<file path="src/rtl/mem_ctrl_if.sv">
// MEM-stage request bus into the RAM port controller.
// The MEM stage is the master; mem_ctrl is the slave.
interface mem_ctrl_if;
  logic        mem_req;
  logic        mem_we;
  logic [1:0]  mem_width;
  logic [31:0] mem_addr;
  logic [31:0] mem_wdata;
  logic [31:0] mem_rdata;
  logic        mem_done;

  modport master (
    output mem_req, mem_we, mem_width,
    output mem_addr, mem_wdata,
    input  mem_rdata, mem_done
  );

  modport slave (
    input  mem_req, mem_we, mem_width,
    input  mem_addr, mem_wdata,
    output mem_rdata, mem_done
  );
endinterface

</file>
<file path="src/rtl/mem_ctrl.sv">
// Byte-serial RAM port: serves IF byte fetches and
// MEM 1/2/4-byte loads/stores, MEM taking priority.
module mem_ctrl #(
  parameter int ADDR_W = 17
) (
  input  logic              clk,
  input  logic              rst,
  input  logic              if_request,
  input  logic [31:0]       if_addr,
  output logic [7:0]        mem_ctrl_data,
  output logic [1:0]        if_or_mem_o,
  mem_ctrl_if.slave         mbus,
  output logic              mem_stall_req,
  input  logic [7:0]        ram_din,
  output logic [7:0]        ram_dout,
  output logic [ADDR_W-1:0] ram_a,
  output logic              ram_wr
);

  typedef enum logic [1:0] {
    IDLE, LOAD, STORE, DONE
  } state_t;

  state_t            state;
  logic [1:0]        cnt;
  logic [1:0]        last;
  logic [1:0]        acc_last;
  logic [31:0]       base;
  logic [31:0]       wdata;
  logic [31:0]       rdata;
  logic [31:0]       keep;
  logic [31:0]       st_addr;
  logic [31:0]       ld_addr;
  logic [ADDR_W-1:0] ram_a_q;
  logic              done;
  logic [1:0]        owner;

  assign mem_ctrl_data  = ram_din;
  assign if_or_mem_o    = owner;
  assign mbus.mem_rdata = rdata;
  assign mbus.mem_done  = done;
  assign mem_stall_req  = mbus.mem_req
                        | (state != IDLE);

  // Byte i sits at base+i with 32-bit wrap;
  // a load addresses one byte ahead of capture.
  assign st_addr = base + 32'(cnt);
  assign ld_addr = base + 32'(cnt) + 32'd1;

  // Last byte index and bytes kept on load accept.
  always_comb begin
    acc_last = 2'd3;
    keep     = 32'hffff_ffff;
    unique case (1'b1)
      (mbus.mem_width == 2'b00): begin
        acc_last = 2'd0;
        keep     = 32'h0000_00ff;
      end
      (mbus.mem_width == 2'b01): begin
        acc_last = 2'd1;
        keep     = 32'h0000_ffff;
      end
      default: ;
    endcase
  end

  // RAM port drive; ram_wr is gated by reset.
  always_comb begin
    ram_a    = ram_a_q;
    ram_wr   = 1'b0;
    ram_dout = 8'h00;
    case (state)
      IDLE: begin
        if (mbus.mem_req) begin
          ram_a    = mbus.mem_addr[ADDR_W-1:0];
          ram_wr   = mbus.mem_we;
          ram_dout = mbus.mem_wdata[7:0];
        end else if (if_request) begin
          ram_a = if_addr[ADDR_W-1:0];
        end
      end
      LOAD: begin
        if (cnt != last)
          ram_a = ld_addr[ADDR_W-1:0];
      end
      STORE: begin
        ram_a    = st_addr[ADDR_W-1:0];
        ram_wr   = 1'b1;
        ram_dout = wdata[{cnt, 3'b000} +: 8];
      end
      default: ;
    endcase
    if (rst)
      ram_wr = 1'b0;
  end

  // Transaction FSM with registered owner/done/rdata.
  always_ff @(posedge clk) begin
    if (rst) begin
      state   <= IDLE;
      cnt     <= 2'd0;
      last    <= 2'd0;
      base    <= 32'd0;
      wdata   <= 32'd0;
      rdata   <= 32'd0;
      done    <= 1'b0;
      owner   <= 2'b00;
      ram_a_q <= '0;
    end else begin
      ram_a_q <= ram_a;
      done    <= 1'b0;
      owner   <= 2'b00;
      case (state)
        IDLE: begin
          if (mbus.mem_req) begin
            base  <= mbus.mem_addr;
            wdata <= mbus.mem_wdata;
            last  <= acc_last;
            if (mbus.mem_we) begin
              cnt <= 2'd1;
              if (acc_last == 2'd0) begin
                state <= DONE;
                done  <= 1'b1;
              end else begin
                state <= STORE;
              end
            end else begin
              cnt   <= 2'd0;
              state <= LOAD;
              owner <= 2'b10;
              rdata <= rdata & keep;
            end
          end else if (if_request) begin
            owner <= 2'b01;
          end
        end
        LOAD: begin
          rdata[{cnt, 3'b000} +: 8] <= ram_din;
          if (cnt == last) begin
            state <= DONE;
            done  <= 1'b1;
          end else begin
            cnt   <= cnt + 2'd1;
            owner <= 2'b10;
          end
        end
        STORE: begin
          if (cnt == last) begin
            state <= DONE;
            done  <= 1'b1;
          end else begin
            cnt <= cnt + 2'd1;
          end
        end
        default: state <= IDLE;
      endcase
    end
  end

endmodule

</file>
<file path="src/flat_wrapper.sv">
// flat-port wrapper written by rule: the top's interface ports become plain ports
module mem_ctrl_flat 
#(
  parameter int ADDR_W = 17
)
  (clk, rst, if_request, if_addr, mem_ctrl_data, if_or_mem_o, mem_stall_req, ram_din, ram_dout, ram_a, ram_wr, mbus_mem_req, mbus_mem_we, mbus_mem_width, mbus_mem_addr, mbus_mem_wdata, mbus_mem_rdata, mbus_mem_done);
  mem_ctrl_if mbus_i ();
  input  logic clk;
  input  logic rst;
  input  logic if_request;
  input  logic [31:0] if_addr;
  output logic [7:0] mem_ctrl_data;
  output logic [1:0] if_or_mem_o;
  output logic mem_stall_req;
  input  logic [7:0] ram_din;
  output logic [7:0] ram_dout;
  output logic [ADDR_W-1:0] ram_a;
  output logic ram_wr;
  input wire logic [$bits(mbus_i.mem_req)-1:0] mbus_mem_req;
  input wire logic [$bits(mbus_i.mem_we)-1:0] mbus_mem_we;
  input wire logic [$bits(mbus_i.mem_width)-1:0] mbus_mem_width;
  input wire logic [$bits(mbus_i.mem_addr)-1:0] mbus_mem_addr;
  input wire logic [$bits(mbus_i.mem_wdata)-1:0] mbus_mem_wdata;
  output wire logic [$bits(mbus_i.mem_rdata)-1:0] mbus_mem_rdata;
  output wire logic [$bits(mbus_i.mem_done)-1:0] mbus_mem_done;
  assign mbus_i.mem_req = mbus_mem_req;
  assign mbus_i.mem_we = mbus_mem_we;
  assign mbus_i.mem_width = mbus_mem_width;
  assign mbus_i.mem_addr = mbus_mem_addr;
  assign mbus_i.mem_wdata = mbus_mem_wdata;
  assign mbus_mem_rdata = mbus_i.mem_rdata;
  assign mbus_mem_done = mbus_i.mem_done;
  mem_ctrl #(.ADDR_W(ADDR_W)) u_core (.clk(clk), .rst(rst), .if_request(if_request), .if_addr(if_addr), .mem_ctrl_data(mem_ctrl_data), .if_or_mem_o(if_or_mem_o), .mbus(mbus_i), .mem_stall_req(mem_stall_req), .ram_din(ram_din), .ram_dout(ram_dout), .ram_a(ram_a), .ram_wr(ram_wr));
endmodule
</file>
<file path="config.mk">
export PLATFORM = sky130hd
export DESIGN_NAME = mem_ctrl_flat
export DESIGN_NICKNAME = d
export VERILOG_FILES = /design/src/rtl/mem_ctrl_if.sv /design/src/rtl/mem_ctrl.sv /design/src/flat_wrapper.sv
export SDC_FILE = /design/constraint.sdc
export NUM_CORES = 1
export LEC_CHECK = 0
export CORE_MARGIN = 2
export CORE_UTILIZATION = 51
export DETAILED_ROUTE_END_ITERATION = 7
export PLACE_DENSITY_LB_ADDON = 0.2
export SETUP_SLACK_MARGIN = 0.3
export SYNTH_ARGS = -nofsm -noshare
export SYNTH_HDL_FRONTEND = slang
export SYNTH_SLANG_ARGS = --single-unit
</file>
<file path="constraint.sdc">
create_clock -name clk -period 7.2 [get_ports clk]
set_input_delay 1.44 -clock clk [delete_from_list [all_inputs] [get_ports clk]]
set_output_delay 1.44 -clock clk [all_outputs]
set_load 0.005 [all_outputs]
</file>
# Word level (Yosys, flattened, before mapping)
# Cells that the tools add are included.
[totals] regBits=107 in_bits=111 output_inout_bits=70 elab_cells=72
[classes] add_sub_neg=4 eq_ne=9 n_shift=3 mux=34 n_bitwise=2 reduce_logical=11
[ops] op="$pmux 32 s2" n=2
[ops] op="$mux 32" n=2
[ops] op="$mux 17" n=3
[ops] op="$pmux 17 s3" n=1
[ops] op="$and 32x32->32" n=1
[ops] op="$bwmux 32" n=1
[ops] op="$shift 8x7->32 const A" n=1
[ops] op="$shiftx 32x6->8" n=1
[ops] op="$shiftx 8x7->32" n=1
[ops] op="$add 17x1->17 const B" n=1
[ops] op="$add 17x2->17" n=1
[ops] op="$mux 2" n=8
[ops] op="$pmux 2 s2" n=4
[ops] op="$pmux 8 s2" n=1
[ops] op="$mux 1" n=9
[ops] op="$mux 8" n=1
[ops] op="$neg 5->7" n=1
[ops] op="$logic_not 2->1" n=3
[ops] op="$ne 2x2->1 const B" n=3
[ops] op="$reduce_and 3->1" n=2
[ops] op="$reduce_bool 2->1" n=3
[ops] op="$eq 2x1->1 const B" n=2
[ops] op="$pmux 1 s2" n=2
[ops] op="$reduce_and 2->1" n=2
[ops] op="7 further kinds" n=7

# Logic depth before layout (Yosys ltp)
[depth] ltp_word=7 mapped_depth=11 depth_no_buf=9

# Worst setup path before layout
# OpenSTA, ideal clock, no wires.
[synth_path] path_type="register to output" from="register u_core.cnt[0]" to="output port ram_a[15]" t_arrival_ps=2791 required_ps=5760 slack_ps=2969 path_stages_with_launch=11 path_buffers=1 path_cell_list="dfxtp_1 > ha_1 > fa_1 > and4_1 > buf_6 > xnor2_4 > nor4_4 > o311ai_2 > or3b_1 > or4_1 > nand3_1"
[synth_between] elab_chain_len=4 word_cells_on_any_way=5 classes_between="add/sub: 2; eq/ne: 1; mux: 2"
[synth_lines] element="start, declared" line_no="mem_ctrl.sv:25" text="logic [1:0] cnt;"
[synth_lines] element="start signal, assigned" line_no="mem_ctrl.sv:143" text="cnt <= cnt + 2'd1;"
[synth_lines] element="start signal, assigned" line_no="mem_ctrl.sv:152" text="cnt <= cnt + 2'd1;"
[synth_lines] element="$add 17x2->17" line_no="mem_ctrl.sv:47, mem_ctrl.sv:48"
[synth_lines] element="$add 17x1->17" line_no="mem_ctrl.sv:48" text="assign ld_addr = base + 32'(cnt) + 32'd1;"
[synth_lines] element="$mux 17" line_no="mem_ctrl.sv:83" text="if (cnt != last)"
[synth_lines] element="$pmux 17 s3 *" line_no="mem_ctrl.sv:72" text="case (state)"
[synth_lines] element="end, declared" line_no="flat_wrapper.sv:17" text="output logic [ADDR_W-1:0] ram_a;"
# Every way passes the cells marked *; elsewhere a longest branch is shown, timed or not.

# Final worst setup path
# Same ends and word-level chain as after synthesis.

==> reports/metrics.json <==
{
  "ant_nets": {"value": 0},
  "n_antenna_cell": {"value": 0},
  "tritoncts": {"value": "done"},
  "register_clock_pin_slew_on_the_reported_worst_setup_and_hold_paths": {"value": 0.07, "unit": "ns"},
  "die_area": {"value": 12400, "unit": "sq um"},
  "vias_per_cell": {"value": 5.94},
  "ys_ff_latch": {"value": 107},
  "number_of_antenna_violations_at_the_first_check_in_global_routing": {"value": 0},
  "reg2reg_slack": {"value": 3.59, "unit": "ns"},
  "crit_end": {"value": "ram_a[15]"},
  "cts.repair_timing.setup_buffer_count": {"value": 0},
  "rsz0062_at_grt": {"value": "no"},
  "syn-instance-count": {"value": 741},
  "worstHoldPathCells": {"value": 2},
  "worstHoldPathType": {"value": "reg2reg"},
  "filler_cell_count": {"value": 991},
  "cts_buffers": {"value": 9},
  "finalWirelength": {"value": 17900, "unit": "microns"},
  "syn-num-nets": {"value": 865},
  "hpwlAfterDp": {"value": 13000, "unit": "microns"},
  "worstReg2RegEnd": {"value": "u_core.ram_a_q[8]"},
  "io_buffers": {"value": 150},
  "worst_skew_pair.late_latency": {"value": 0.36, "unit": "ns"},
  "yosys_warnings": {"value": 0},
  "drt_first_iter_violations": {"value": 402},
  "crit_path_max_fanout": {"value": 18},
  "initial_utilization": {"value": 51.7, "unit": "%"},
  "design.portCount": {"value": 181},
  "status": {"value": "finished, final reports clean"},
  "rr_startpoint": {"value": "u_core.cnt[0]"},
  "cell_chosen_for_the_clock_root": {"value": "sky130_fd_sc_hd__clkbuf_16"},
  "drt-pass1-iter-count": {"value": 5},
  "clock_sinks": {"value": 107},
  "yosys_most_used_dff": {"value": "sky130_fd_sc_hd__dfxtp_1"},
  "synth.top_cell.area_share": {"value": 36.6, "unit": "%"},
  "design.core.area": {"value": 11300, "unit": "sq um"},
  "grt_pass1_wl": {"value": 29100, "unit": "microns"},
  "gp_congestion": {"value": 0.923},
  "netlist-cell-type-count": {"value": 67},
  "period_minus_slack": {"value": 5.74, "unit": "ns"},
  "finalClockSkew": {"value": 0.00730, "unit": "ns"},
  "routed_wire_length_per_instance": {"value": 17.8, "unit": "microns"},
  "cp_data_required_time": {"value": 5.76, "unit": "ns"},
  "hold_slack_final": {"value": 0.457, "unit": "ns"},
  "startpoint": {"value": "u_core.cnt[0]"},
  "first_global_vias": {"value": 6060},
  "final_util": {"value": 67.3, "unit": "%"},
  "peakVddDrop": {"value": 0.248, "unit": "mV"},
  "area_delta_synth_final": {"value": 30.2, "unit": "%"},
  "grt_max_degree": {"value": 53},
  "path_class": {"value": "reg2out"},
  "timing.slew.headroom": {"value": 14.4, "unit": "%"},
  "max_freq": {"value": 0.174, "unit": "GHz"},
  "post_cts_hold_buffer_count": {"value": 0},
  "pwr_dens": {"value": 299, "unit": "nW/um^2"},
  "synth-edff-count": {"value": 0},
  "startpoint_type": {"value": "register"},
  "rows": {"value": 39},
  "cp.arrival": {"value": 4.30, "unit": "ns"},
  "maxCapViolations": {"value": 0},
  "die_width": {"value": 111, "unit": "microns"},
  "drive_gt1_share": {"value": 5.12, "unit": "%"},
  "yosysSeqAreaShare": {"value": 36.6, "unit": "%"},
  "chipHeight": {"value": 111, "unit": "microns"},
  "cts.htree.levels": {"value": 3},
  "post-route-drc-count": {"value": 0},
  "grt_remaining_overflow": {"value": 0},
  "cts_repair_resize_count": {"value": 0},
  "synthesis.area": {"value": 5850, "unit": "sq um"},
  "worstSetupEndpointType": {"value": "output port"},
  "clockBufferDepth": {"value": 2},
  "slew_viol_final": {"value": 0},
  "synthArstFlopShare": {"value": 0, "unit": "%"},
  "tightestPinTransition": {"value": 1.27, "unit": "ns"},
  "vias": {"value": 5948},
  "postSynthAreaPerCell": {"value": 7.90, "unit": "sq um"},
  "synth.top_cells.by_area": {"value": "sky130_fd_sc_hd__dfxtp_1 37%, sky130_fd_sc_hd__nand2_1 11%, sky130_fd_sc_hd__a21oi_1 5.7%"},
  "final_hold_viol_count": {"value": 0},
  "final.period_utilization": {"value": 79.7, "unit": "%"},
  "static-leakage-power": {"value": 2.85, "unit": "nW"},
  "reg2reg_depth": {"value": 10},
  "setup-violations-final": {"value": 0},
  "timing.setup.tns": {"value": 0, "unit": "ns"},
  "grt.total_usage": {"value": 29.0, "unit": "%"},
  "fin_nets": {"value": 978},
  "netlist.top_cell.by_area": {"value": "sky130_fd_sc_hd__dfxtp_1"}
}
## per-layer routing
layer	routed length (microns)	vias to the layer above	GRT usage [%]
li1	-	2856	-
met1	7170	2781	33.3
met2	8730	261	49.6
met3	1310	50	7.87
met4	681	0	14.9
met5	0	-	0
## cell type report
| class | count | area (sq um) | area share, % |
|---|---|---|---|
| Inverter | 13 | 48.8 | 0.640 |
| Clock inverter | 6 | 53.8 | 0.706 |
| Tap cell | 143 | 179 | 2.35 |
| Multi-Input combinational cell | 565 | 3400 | 44.7 |
| Timing Repair Buffer | 158 | 1560 | 20.4 |
| Clock buffer | 10 | 239 | 3.13 |
| Sequential cell | 107 | 2140 | 28.1 |
## how the worst min path moves through the flow
| stage | slack, ns | endpoint | from |
|---|---|---|---|
| after floorplan | 0.43 | u_core.wdata[16] | u_core.wdata[16] |
| after global placement | 0.44 | u_core.wdata[6] | u_core.wdata[6] |
| after detailed placement | 0.45 | u_core.wdata[21] | u_core.wdata[21] |
| after CTS | 0.46 | u_core.wdata[21] | u_core.wdata[21] |
| after global routing | 0.48 | u_core.wdata[1] | u_core.wdata[1] |
| final | 0.46 | u_core.wdata[28] | u_core.wdata[28] |
## layout by cell type (no fill, tap or decap), drive strengths merged, types with 14 or more instances in the layout
master         Yosys  final
inv               13     16
nor2              54     54
a22oi             36     36
clkdlybuf4s50      0    149
nand2            171    171
o21ai             28     28
dfxtp            107    107
a21oi             67     67
nand3             18     18
and2              14     14
## power by group
part	switching [mW]	total [mW]	internal (mW)	leakage (nW)
clock	0.238	0.489	0.251	0.147
combinational	0.586	1.04	0.454	1.83
sequential	0.0707	0.752	0.681	0.874
total	0.895	2.28	1.39	2.85
## worst max-delay path, stage by stage, from the launching register on
cell and delay, ns:
sky130_fd_sc_hd__dfxtp_1 0.31, sky130_fd_sc_hd__buf_4 0.29, sky130_fd_sc_hd__ha_1 0.33, sky130_fd_sc_hd__fa_1 0.31
sky130_fd_sc_hd__nand4_1 0.33, sky130_fd_sc_hd__nor3_1 0.37, sky130_fd_sc_hd__a221o_1 0.28, sky130_fd_sc_hd__o311ai_2 0.20
sky130_fd_sc_hd__or3b_1 0.43, sky130_fd_sc_hd__or4_1 0.44, sky130_fd_sc_hd__nand3_1 0.12, sky130_fd_sc_hd__clkdlybuf4s50_1 0.51
## per-stage QoR
stage               power [mW]  area [sq um]  worst slack [ns]  cells
global route              2.42          7620              1.14   1002
detailed placement        1.79          7330              1.54    986
global placement          1.76          7330              1.54    986
finish                    2.28          7620              1.46   1002
CTS                       2.28          7620              1.49   1002
floorplan                 1.38          5850              2.97    741
## sequential cells by signal, summed over array words and instances (netlist names)
register,count
u_core.mbus.mem_rdata,32
u_core.wdata,32
u_core.base,17
u_core.ram_a_q,17
u_core.cnt,2
u_core.if_or_mem_o,2
u_core.last,2
u_core.state,2
u_core.mbus.mem_done,1
## logic make-up (layout without fill, tap and decap cells)
| logic type | after synthesis | count (layout) | synth area share (%) |
|---|---|---|---|
| adder cells (fa/ha/maj) | 13 | 13 | 2.91 |
| multiplexers | 17 | 17 | 4.64 |
| buffers and inverters | 69 | 187 | 5.28 |
| XOR/XNOR | 22 | 22 | 3.61 |
| AND/OR/NAND/NOR | 315 | 315 | 24.3 |
| AO/OA/AOI/OAI | 198 | 198 | 22.6 |
| flip-flops | 107 | 107 | 36.6 |
## synthesized netlist by cell type (8+ instances only)
library cell and count:
sky130_fd_sc_hd__clkbuf_1 37, sky130_fd_sc_hd__xnor2_1 12, sky130_fd_sc_hd__nand3_1 18, sky130_fd_sc_hd__a21oi_1 67, sky130_fd_sc_hd__mux4_2 8, sky130_fd_sc_hd__nand2_1 171, sky130_fd_sc_hd__o21ai_0 27, sky130_fd_sc_hd__ha_1 12
sky130_fd_sc_hd__a31oi_1 8, sky130_fd_sc_hd__nor2_1 54, sky130_fd_sc_hd__xor2_1 9, sky130_fd_sc_hd__and2_1 14, sky130_fd_sc_hd__inv_1 13, sky130_fd_sc_hd__dfxtp_1 107, sky130_fd_sc_hd__buf_4 10, sky130_fd_sc_hd__mux2i_1 8
sky130_fd_sc_hd__a22oi_1 36, sky130_fd_sc_hd__nand4_1 9
(Power assumes the default switching activity.)
